--- src/rtl/pkt_deframer_pkg.sv ---
`default_nettype none
// ============================================================================
// Module      : pkt_deframer_pkg
// Description : Shared types and constants for the packet deframer: FSM state
//               enumeration, header field positions, skid-buffer depth and
//               the beat record carried through the skid buffer.
// Revision    : 1.0 - initial release
// ============================================================================
package pkt_deframer_pkg;

    typedef enum logic [1:0] {
        ST_HEADER  = 2'd0,
        ST_PAYLOAD = 2'd1,
        ST_PARITY  = 2'd2
    } state_t;

    // Header byte layout: [7:2] payload length, [1:0] destination.
    localparam int c_LEN_MSB    = 7;
    localparam int c_LEN_LSB    = 2;
    localparam int c_DEST_MSB   = 1;
    localparam int c_DEST_LSB   = 0;
    localparam int c_LEN_W      = c_LEN_MSB - c_LEN_LSB + 1;
    localparam int c_DEST_W     = c_DEST_MSB - c_DEST_LSB + 1;

    localparam int c_SKID_DEPTH = 2;
    localparam int c_OCC_W      = $clog2(c_SKID_DEPTH + 1);

    typedef struct packed {
        logic [7:0]          data;
        logic                sof;
        logic                eof;
        logic                err;
        logic [c_DEST_W-1:0] dest;
    } beat_t;

endpackage
`default_nettype wire

--- src/rtl/pkt_skid_buf.sv ---
`default_nettype none
// ============================================================================
// Module      : pkt_skid_buf
// Description : Two-entry in-order beat buffer with valid/ready on both sides.
//               Slot 0 is always the head; a simultaneous push and pop keeps
//               occupancy unchanged and preserves order.
// Ports       : clk, rst                 - clock, synchronous active-high reset
//               i_push_valid/o_push_ready/i_push_beat - write side
//               o_pop_valid/i_pop_ready/o_pop_beat    - read side
//               o_occupancy              - number of entries held
// Revision    : 1.0 - initial release
// ============================================================================
module pkt_skid_buf
    import pkt_deframer_pkg::*;
(
    input  logic               clk,
    input  logic               rst,
    input  logic               i_push_valid,
    output logic               o_push_ready,
    input  beat_t              i_push_beat,
    output logic               o_pop_valid,
    input  logic               i_pop_ready,
    output beat_t              o_pop_beat,
    output logic [c_OCC_W-1:0] o_occupancy
);

    logic [c_OCC_W-1:0] r_count;
    beat_t              r_slot0;
    beat_t              r_slot1;
    logic               w_push;
    logic               w_pop;

    assign o_push_ready = (r_count < c_OCC_W'(c_SKID_DEPTH));
    assign o_pop_valid  = (r_count != '0);
    assign o_pop_beat   = r_slot0;
    assign o_occupancy  = r_count;

    assign w_push = i_push_valid && o_push_ready;
    assign w_pop  = o_pop_valid && i_pop_ready;

    always_ff @(posedge clk) begin
        if (rst) begin
            r_count <= '0;
            r_slot0 <= '0;
            r_slot1 <= '0;
        end else begin
            case ({w_push, w_pop})
                2'b10: begin
                    if (r_count == '0) r_slot0 <= i_push_beat;
                    else               r_slot1 <= i_push_beat;
                    r_count <= r_count + c_OCC_W'(1);
                end
                2'b01: begin
                    r_slot0 <= r_slot1;
                    r_count <= r_count - c_OCC_W'(1);
                end
                2'b11: begin
                    // Head leaves while a new beat arrives: the new beat lands
                    // behind whatever remains.
                    if (r_count == c_OCC_W'(1)) begin
                        r_slot0 <= i_push_beat;
                    end else begin
                        r_slot0 <= r_slot1;
                        r_slot1 <= i_push_beat;
                    end
                end
                default: ;
            endcase
        end
    end

endmodule
`default_nettype wire

--- src/rtl/pkt_deframer.sv ---
`default_nettype none
// ============================================================================
// Module      : pkt_deframer
// Description : Reads header/payload/parity frames from an 8-bit FIFO with
//               one-cycle read latency, tags each byte as a downstream beat
//               (sof on header, eof + parity error on parity byte, dest held
//               across the packet) and counts packets and parity errors.
// Ports       : clock, reset             - clock, synchronous active-high reset
//               fifo_empty/fifo_data/read_enb - upstream FIFO
//               out_ready/out_valid/out_data/out_sof/out_eof/out_dest/out_err
//                                        - downstream beat interface
//               pkt_count/err_count      - saturating statistics
// Revision    : 1.0 - initial release
// ============================================================================
module pkt_deframer
    import pkt_deframer_pkg::*;
#(
    parameter int CNT_W = 8
) (
    input  logic                clock,
    input  logic                reset,
    input  logic                fifo_empty,
    input  logic [7:0]          fifo_data,
    output logic                read_enb,
    input  logic                out_ready,
    output logic                out_valid,
    output logic [7:0]          out_data,
    output logic                out_sof,
    output logic                out_eof,
    output logic [c_DEST_W-1:0] out_dest,
    output logic                out_err,
    output logic [CNT_W-1:0]    pkt_count,
    output logic [CNT_W-1:0]    err_count
);

    state_t               r_state;
    state_t               w_state_nxt;
    logic [c_LEN_W-1:0]   r_len;
    logic [c_LEN_W-1:0]   w_len_nxt;
    logic [7:0]           r_xor;
    logic [7:0]           w_xor_nxt;
    logic [c_DEST_W-1:0]  r_dest;
    logic [c_DEST_W-1:0]  w_dest_nxt;
    logic                 r_inflight;
    logic                 w_cap;
    logic                 w_push_ready;
    beat_t                w_beat;
    beat_t                w_head;
    logic [c_OCC_W-1:0]   w_occ;
    logic [c_OCC_W:0]     w_fill;
    logic                 w_eof_xfer;
    logic [CNT_W-1:0]     r_pkt_count;
    logic [CNT_W-1:0]     r_err_count;

    // A read is only issued if the byte it returns next cycle is guaranteed
    // a skid slot, so occupancy plus any outstanding read must leave room.
    assign w_fill   = {1'b0, w_occ} + {{c_OCC_W{1'b0}}, r_inflight};
    assign read_enb = !reset && !fifo_empty && (w_fill < (c_OCC_W + 1)'(c_SKID_DEPTH));

    // fifo_data is valid the cycle after an accepted read.
    assign w_cap = r_inflight && w_push_ready;

    always_ff @(posedge clock) begin
        if (reset) begin
            r_state    <= ST_HEADER;
            r_len      <= '0;
            r_xor      <= '0;
            r_dest     <= '0;
            r_inflight <= 1'b0;
        end else begin
            r_state    <= w_state_nxt;
            r_len      <= w_len_nxt;
            r_xor      <= w_xor_nxt;
            r_dest     <= w_dest_nxt;
            r_inflight <= read_enb;
        end
    end

    always_comb begin
        w_state_nxt = r_state;
        w_len_nxt   = r_len;
        w_xor_nxt   = r_xor;
        w_dest_nxt  = r_dest;
        w_beat      = '0;
        w_beat.data = fifo_data;
        w_beat.dest = r_dest;
        if (w_cap) begin
            case (r_state)
                ST_HEADER: begin
                    w_beat.sof  = 1'b1;
                    w_beat.dest = fifo_data[c_DEST_MSB:c_DEST_LSB];
                    w_dest_nxt  = fifo_data[c_DEST_MSB:c_DEST_LSB];
                    w_len_nxt   = fifo_data[c_LEN_MSB:c_LEN_LSB];
                    w_xor_nxt   = fifo_data;
                    w_state_nxt = (fifo_data[c_LEN_MSB:c_LEN_LSB] == '0) ? ST_PARITY : ST_PAYLOAD;
                end
                ST_PAYLOAD: begin
                    w_xor_nxt = r_xor ^ fifo_data;
                    w_len_nxt = r_len - c_LEN_W'(1);
                    if (r_len == c_LEN_W'(1)) w_state_nxt = ST_PARITY;
                end
                ST_PARITY: begin
                    w_beat.eof  = 1'b1;
                    w_beat.err  = |(r_xor ^ fifo_data);
                    w_state_nxt = ST_HEADER;
                end
                default: w_state_nxt = ST_HEADER;
            endcase
        end
    end

    pkt_skid_buf u_skid (
        .clk          (clock),
        .rst          (reset),
        .i_push_valid (w_cap),
        .o_push_ready (w_push_ready),
        .i_push_beat  (w_beat),
        .o_pop_valid  (out_valid),
        .i_pop_ready  (out_ready),
        .o_pop_beat   (w_head),
        .o_occupancy  (w_occ)
    );

    assign out_data = w_head.data;
    assign out_sof  = w_head.sof;
    assign out_eof  = w_head.eof;
    assign out_err  = w_head.err;
    assign out_dest = w_head.dest;

    assign w_eof_xfer = out_valid && out_ready && out_eof;

    always_ff @(posedge clock) begin
        if (reset) begin
            r_pkt_count <= '0;
            r_err_count <= '0;
        end else if (w_eof_xfer) begin
            if (r_pkt_count != '1)            r_pkt_count <= r_pkt_count + CNT_W'(1);
            if (out_err && r_err_count != '1) r_err_count <= r_err_count + CNT_W'(1);
        end
    end

    assign pkt_count = r_pkt_count;
    assign err_count = r_err_count;

endmodule
`default_nettype wire

--- config.mk ---
export PLATFORM = sky130hd
export DESIGN_NAME = pkt_deframer
export DESIGN_NICKNAME = d
export VERILOG_FILES = /design/src/rtl/pkt_deframer_pkg.sv /design/src/rtl/pkt_skid_buf.sv /design/src/rtl/pkt_deframer.sv
export SDC_FILE = /design/constraint.sdc
export NUM_CORES = 1
export LEC_CHECK = 0
export ABC_AREA = 1
export BUFFER_PORTS_ARGS = -buffer_cell sky130_fd_sc_hd__buf_2
export CORE_MARGIN = 2
export CORE_UTILIZATION = 30
export CTS_CLUSTER_DIAMETER = 150
export DETAILED_ROUTE_END_ITERATION = 7
export GPL_ROUTABILITY_DRIVEN = 1
export MAX_ROUTING_LAYER = met4
export PLACE_DENSITY_LB_ADDON = 0.12
export REMOVE_ABC_BUFFERS = 1
export SLEW_MARGIN = 5
export SYNTH_ARGS = -nofsm -noshare
export SYNTH_HDL_FRONTEND = slang
export SYNTH_HIERARCHICAL = 1
export SYNTH_SLANG_ARGS = --single-unit
--- constraint.sdc ---
create_clock -name clock -period 2.24 [get_ports clock]
set_input_delay 0.336 -clock clock [delete_from_list [all_inputs] [get_ports clock]]
set_output_delay 0.336 -clock clock [all_outputs]
set_load 0.1 [all_outputs]
==> impl.org <==
** Floorplan
- The die is 113 µm tall.
- The floorplan step set the die width to 113 µm.
- Floorplan Core Area :: 11500 µm²
- For this design the top-level I/O count stands at 43.
- The initialized floorplan defines 39 standard-cell rows.
- Effective utilization at floorplan :: 0.311
- Die Outline Area :: 12800 µm²

** Job
- The tool flagged a number of max-cap violations equal to 0.

** STA
- For the final database, setup skew stands at 0.00496 ns.
- Worst slew slack as a fraction of its limit :: 0.671
- Minimum clock period after layout :: 2.00 ns
- Post-route setup TNS :: 0 ns
- Setup violations remaining at the end of the flow were counted as 0.
- Setup repair after global routing left no endpoint under its margin.
- Peak Freq :: 0.499 GHz
- Final worst path period share :: 0.894
- Hold violation count in the final report :: 0
- The number of pins exceeding their max-slew limit in the final report was 0.
- At the pin with the least slew margin, the transition time is 0.497 ns.

** Worst hold path
- The worst hold path passes through 2 cells.
- Type of the tightest min-delay check :: in2reg

** Placed design
- Routability Congestion :: 0.806
- Number of buffers inserted by port buffering :: 42
- Summing all placed instances gives a cell area of 3910 µm².
- Detailed placement ended at an HPWL of 6060 µm.

** Clock tree
- Post-CTS setup buffer count :: 0
- Level count of the clock H-tree :: 3
- Clock tree synthesis inserted a total of 9 buffers.
- Clock tree from TritonCTS :: done
- Clock latency on the worst-skew pair, taken at its later pin, is 0.33 ns.
- The root buffer cell chosen for the clock tree is sky130_fd_sc_hd__clkbuf_16.
- Clock-pin transition on the worst setup and hold timing paths :: 0.05 ns
- For this design, the sink count on the clock tree is 63.
- For this design, the CTS-stage hold fixing added 0 buffers.
- The longest clock path from root to sink contains 2 buffers.
- Quantity of gates resized following cts :: 0

** Pwr
- The design draws 5.00 mW.
- Total power density per cell area :: 1200 nW/µm²
- VDD sags by at most 395 µV.
- For this design the static power due to leakage is 1.99 nW.

** Synth
- After synthesis the cells add up to 3580 µm².
- Of the total synthesized cell area, the portion taken by XOR and XNOR cells is 0.0392.
- Synthesis instantiated 32 different standard cells from the library.
- Sequential share of the synthesized area :: 0.352
- Yosys printed 6 warnings.
- Simple-gate portion of the synthesized area :: 0.324
- Ranking of synthesized cells by area :: sky130_fd_sc_hd__dfxtp_1, sky130_fd_sc_hd__nand2_1, sky130_fd_sc_hd__inv_1
- After synthesis, the share of cell area in mux cells is 0.
- Main combinational cell family by area after synthesis :: simple AND/OR/NAND/NOR gates
- Of the total synthesized cell area, the portion taken by full adders, half adders and majority gates is 0.0385.
- Yosys top cell area share :: 0.352
- Averaged over all synthesized cells, the footprint is 6.61 µm².
- Leading area contributor after synthesis :: sky130_fd_sc_hd__dfxtp_1
- The synthesized-area fraction occupied by ao, oa, aoi and oai cells was 0.109.
- Gate count of the mapped netlist :: 541
- Number of synthesized register bits :: 63

** Finish
- The finished cells cover 4190 µm².
- Total inserted antenna cells :: 0
- Fraction of final layout cells sized beyond drive strength 1 :: 0.159
- At the end of the flow, the number of nets in the layout was 610.
- From synthesis to final layout, the design area changed by 17.0%.

** Global routing
- Tot GR Track Use :: 0.149
- Global-route wire length before repair :: 14600 µm
- The number of global-route vias before repair came to 3009.
- Congestion Overflow GR :: 0
- Pin count of the biggest net entering global routing :: 28
- Initial antenna violation count :: 0

** Critical path
- Critical path data required time :: 1.90 ns
- Sort of element at the end of the critical path :: primary output
- In this run the worst path has a maximum fanout of 6.
- Number of cells on the worst reg-to-reg path :: 12
- The worst setup path is launched from a flip-flop.
- Data on the critical path arrives at its endpoint at 1.67 ns.
- Crit Path Category :: reg2out

** Drt
- Number of vias after detailed routing :: 3305
- The count of nets left with antenna violations once routing finished came out at 0.
- Routed vias/inst :: 4.50
- Number of violations reported at the end of detailed-routing iteration 0 :: 169
- DRC errors left :: 3
- Wirelength per Cell :: 11.6 µm
- For this run, the detailed router's first-pass iteration total came to 6.
- Final routed wirelength across all metal layers :: 8560 µm

** Run status
- The run finished, with violations left.
- The final reports fail on DRC.
routing by layer:
layer / GRT usage / part of all wire / vias up
li1: - / - / 1759
met1: 0.191 / 0.49 / 1484
met2: 0.224 / 0.45 / 52
met3: 0.0434 / 0.050 / 10
met4: 0.0504 / 0.013 / 0
met5: - / 0 / -
cell usage after synthesis, drive strengths merged:
cell / n
a21o: 1
o211ai: 1
nor3: 3
a21oi: 33
clkinv: 1
inv: 97
or2: 9
buf: 10
a21boi: 1
nand2: 125
xor2: 7
nor2: 78
dfxtp: 63
nand3: 43
nand4: 5
ha: 11
xnor2: 9
o21ai: 37
clkbuf: 5
a2111oi: 2
cell families (layout without fill, tap and decap cells):
family	count (synthesis)	after routing
adders and majority gates	11	11
and+or+nand+nor	263	263
DFF	63	63
xor gates and xnor gates	16	16
buffers and inverters	113	164
AOI/OAI and AO/OA	75	75
area by class of cell:
| type | count | area [µm²] |
|---|---|---|
| fill | 1301 | 7330 |
| multi-input combinational | 365 | 1830 |
| sequential | 63 | 1260 |
| inverter | 98 | 370 |
| timing repair buffer | 50 | 270 |
| clock buffer | 12 | 256 |
| tap | 143 | 179 |
| clock inverter | 4 | 20.0 |
worst max-delay path, cell delays in order (launching register included):
cell,delay (ns)
sky130_fd_sc_hd__dfxtp_1,0.35
sky130_fd_sc_hd__a2111oi_0,0.47
sky130_fd_sc_hd__buf_2,0.51
metrics by stage:
stage                util  setup slack (ns)  cells  hold slack (ns)
finish              0.363             0.238    735            0.191
CTS                 0.363             0.176    735            0.176
detailed placement  0.339             0.265    719            0.457
global placement    0.339             0.303    719            0.452
global route        0.363           0.00156    735            0.201
floorplan               -             -3.15    526            0.405
state kept, by name, indices dropped and copies added, names as in the netlist:
signal	flops
r_len	6
r_inflight	1
u_skid/o_occupancy	2
u_skid/o_pop_beat	13
r_xor	8
err_count	8
r_dest	2
pkt_count	8
r_state	2
u_skid/r_slot1	13
cell usage in the layout, fill, tap and decap left out, types with 2 or more instances in the layout:
cell and n:
sky130_fd_sc_hd__nand2_1 119, sky130_fd_sc_hd__clkbuf_8 2, sky130_fd_sc_hd__clkbuf_16 9, sky130_fd_sc_hd__nand4_1 5, sky130_fd_sc_hd__xnor2_1 9, sky130_fd_sc_hd__nor2_4 2
sky130_fd_sc_hd__a21oi_1 33, sky130_fd_sc_hd__inv_2 5, sky130_fd_sc_hd__ha_1 11, sky130_fd_sc_hd__xor2_1 7, sky130_fd_sc_hd__a2111oi_0 2, sky130_fd_sc_hd__buf_2 42
sky130_fd_sc_hd__o21ai_0 35, sky130_fd_sc_hd__nor3_1 3, sky130_fd_sc_hd__dfxtp_1 63, sky130_fd_sc_hd__nor2_1 62, sky130_fd_sc_hd__nor2_2 14, sky130_fd_sc_hd__buf_4 8
sky130_fd_sc_hd__nand2_4 2, sky130_fd_sc_hd__nand3_1 42, sky130_fd_sc_hd__nand2_2 4, sky130_fd_sc_hd__clkinv_2 4, sky130_fd_sc_hd__o21ai_1 2, sky130_fd_sc_hd__or2_0 7
sky130_fd_sc_hd__or2_1 2, sky130_fd_sc_hd__inv_1 91
final timing paths:
| check | startpoint | end | slack, ns |
|---|---|---|---|
| max | u_skid/o_occupancy[0] | read_enb | 0.24 |
| max reg2reg | u_skid/o_occupancy[0] | u_skid/o_pop_beat[3] | 0.30 |
| min | fifo_empty | r_inflight | 0.19 |
| min reg2reg | u_skid/o_occupancy[1] | r_inflight | 0.46 |
where the power goes:
group	total, mW	internal (mW)	switching (mW)	leakage, nW
Sequential	1.51	1.37	0.142	0.515
Clock	1.30	0.801	0.501	0.142
Combinational	2.19	0.540	1.65	1.34
(Power assumes the default switching activity.)
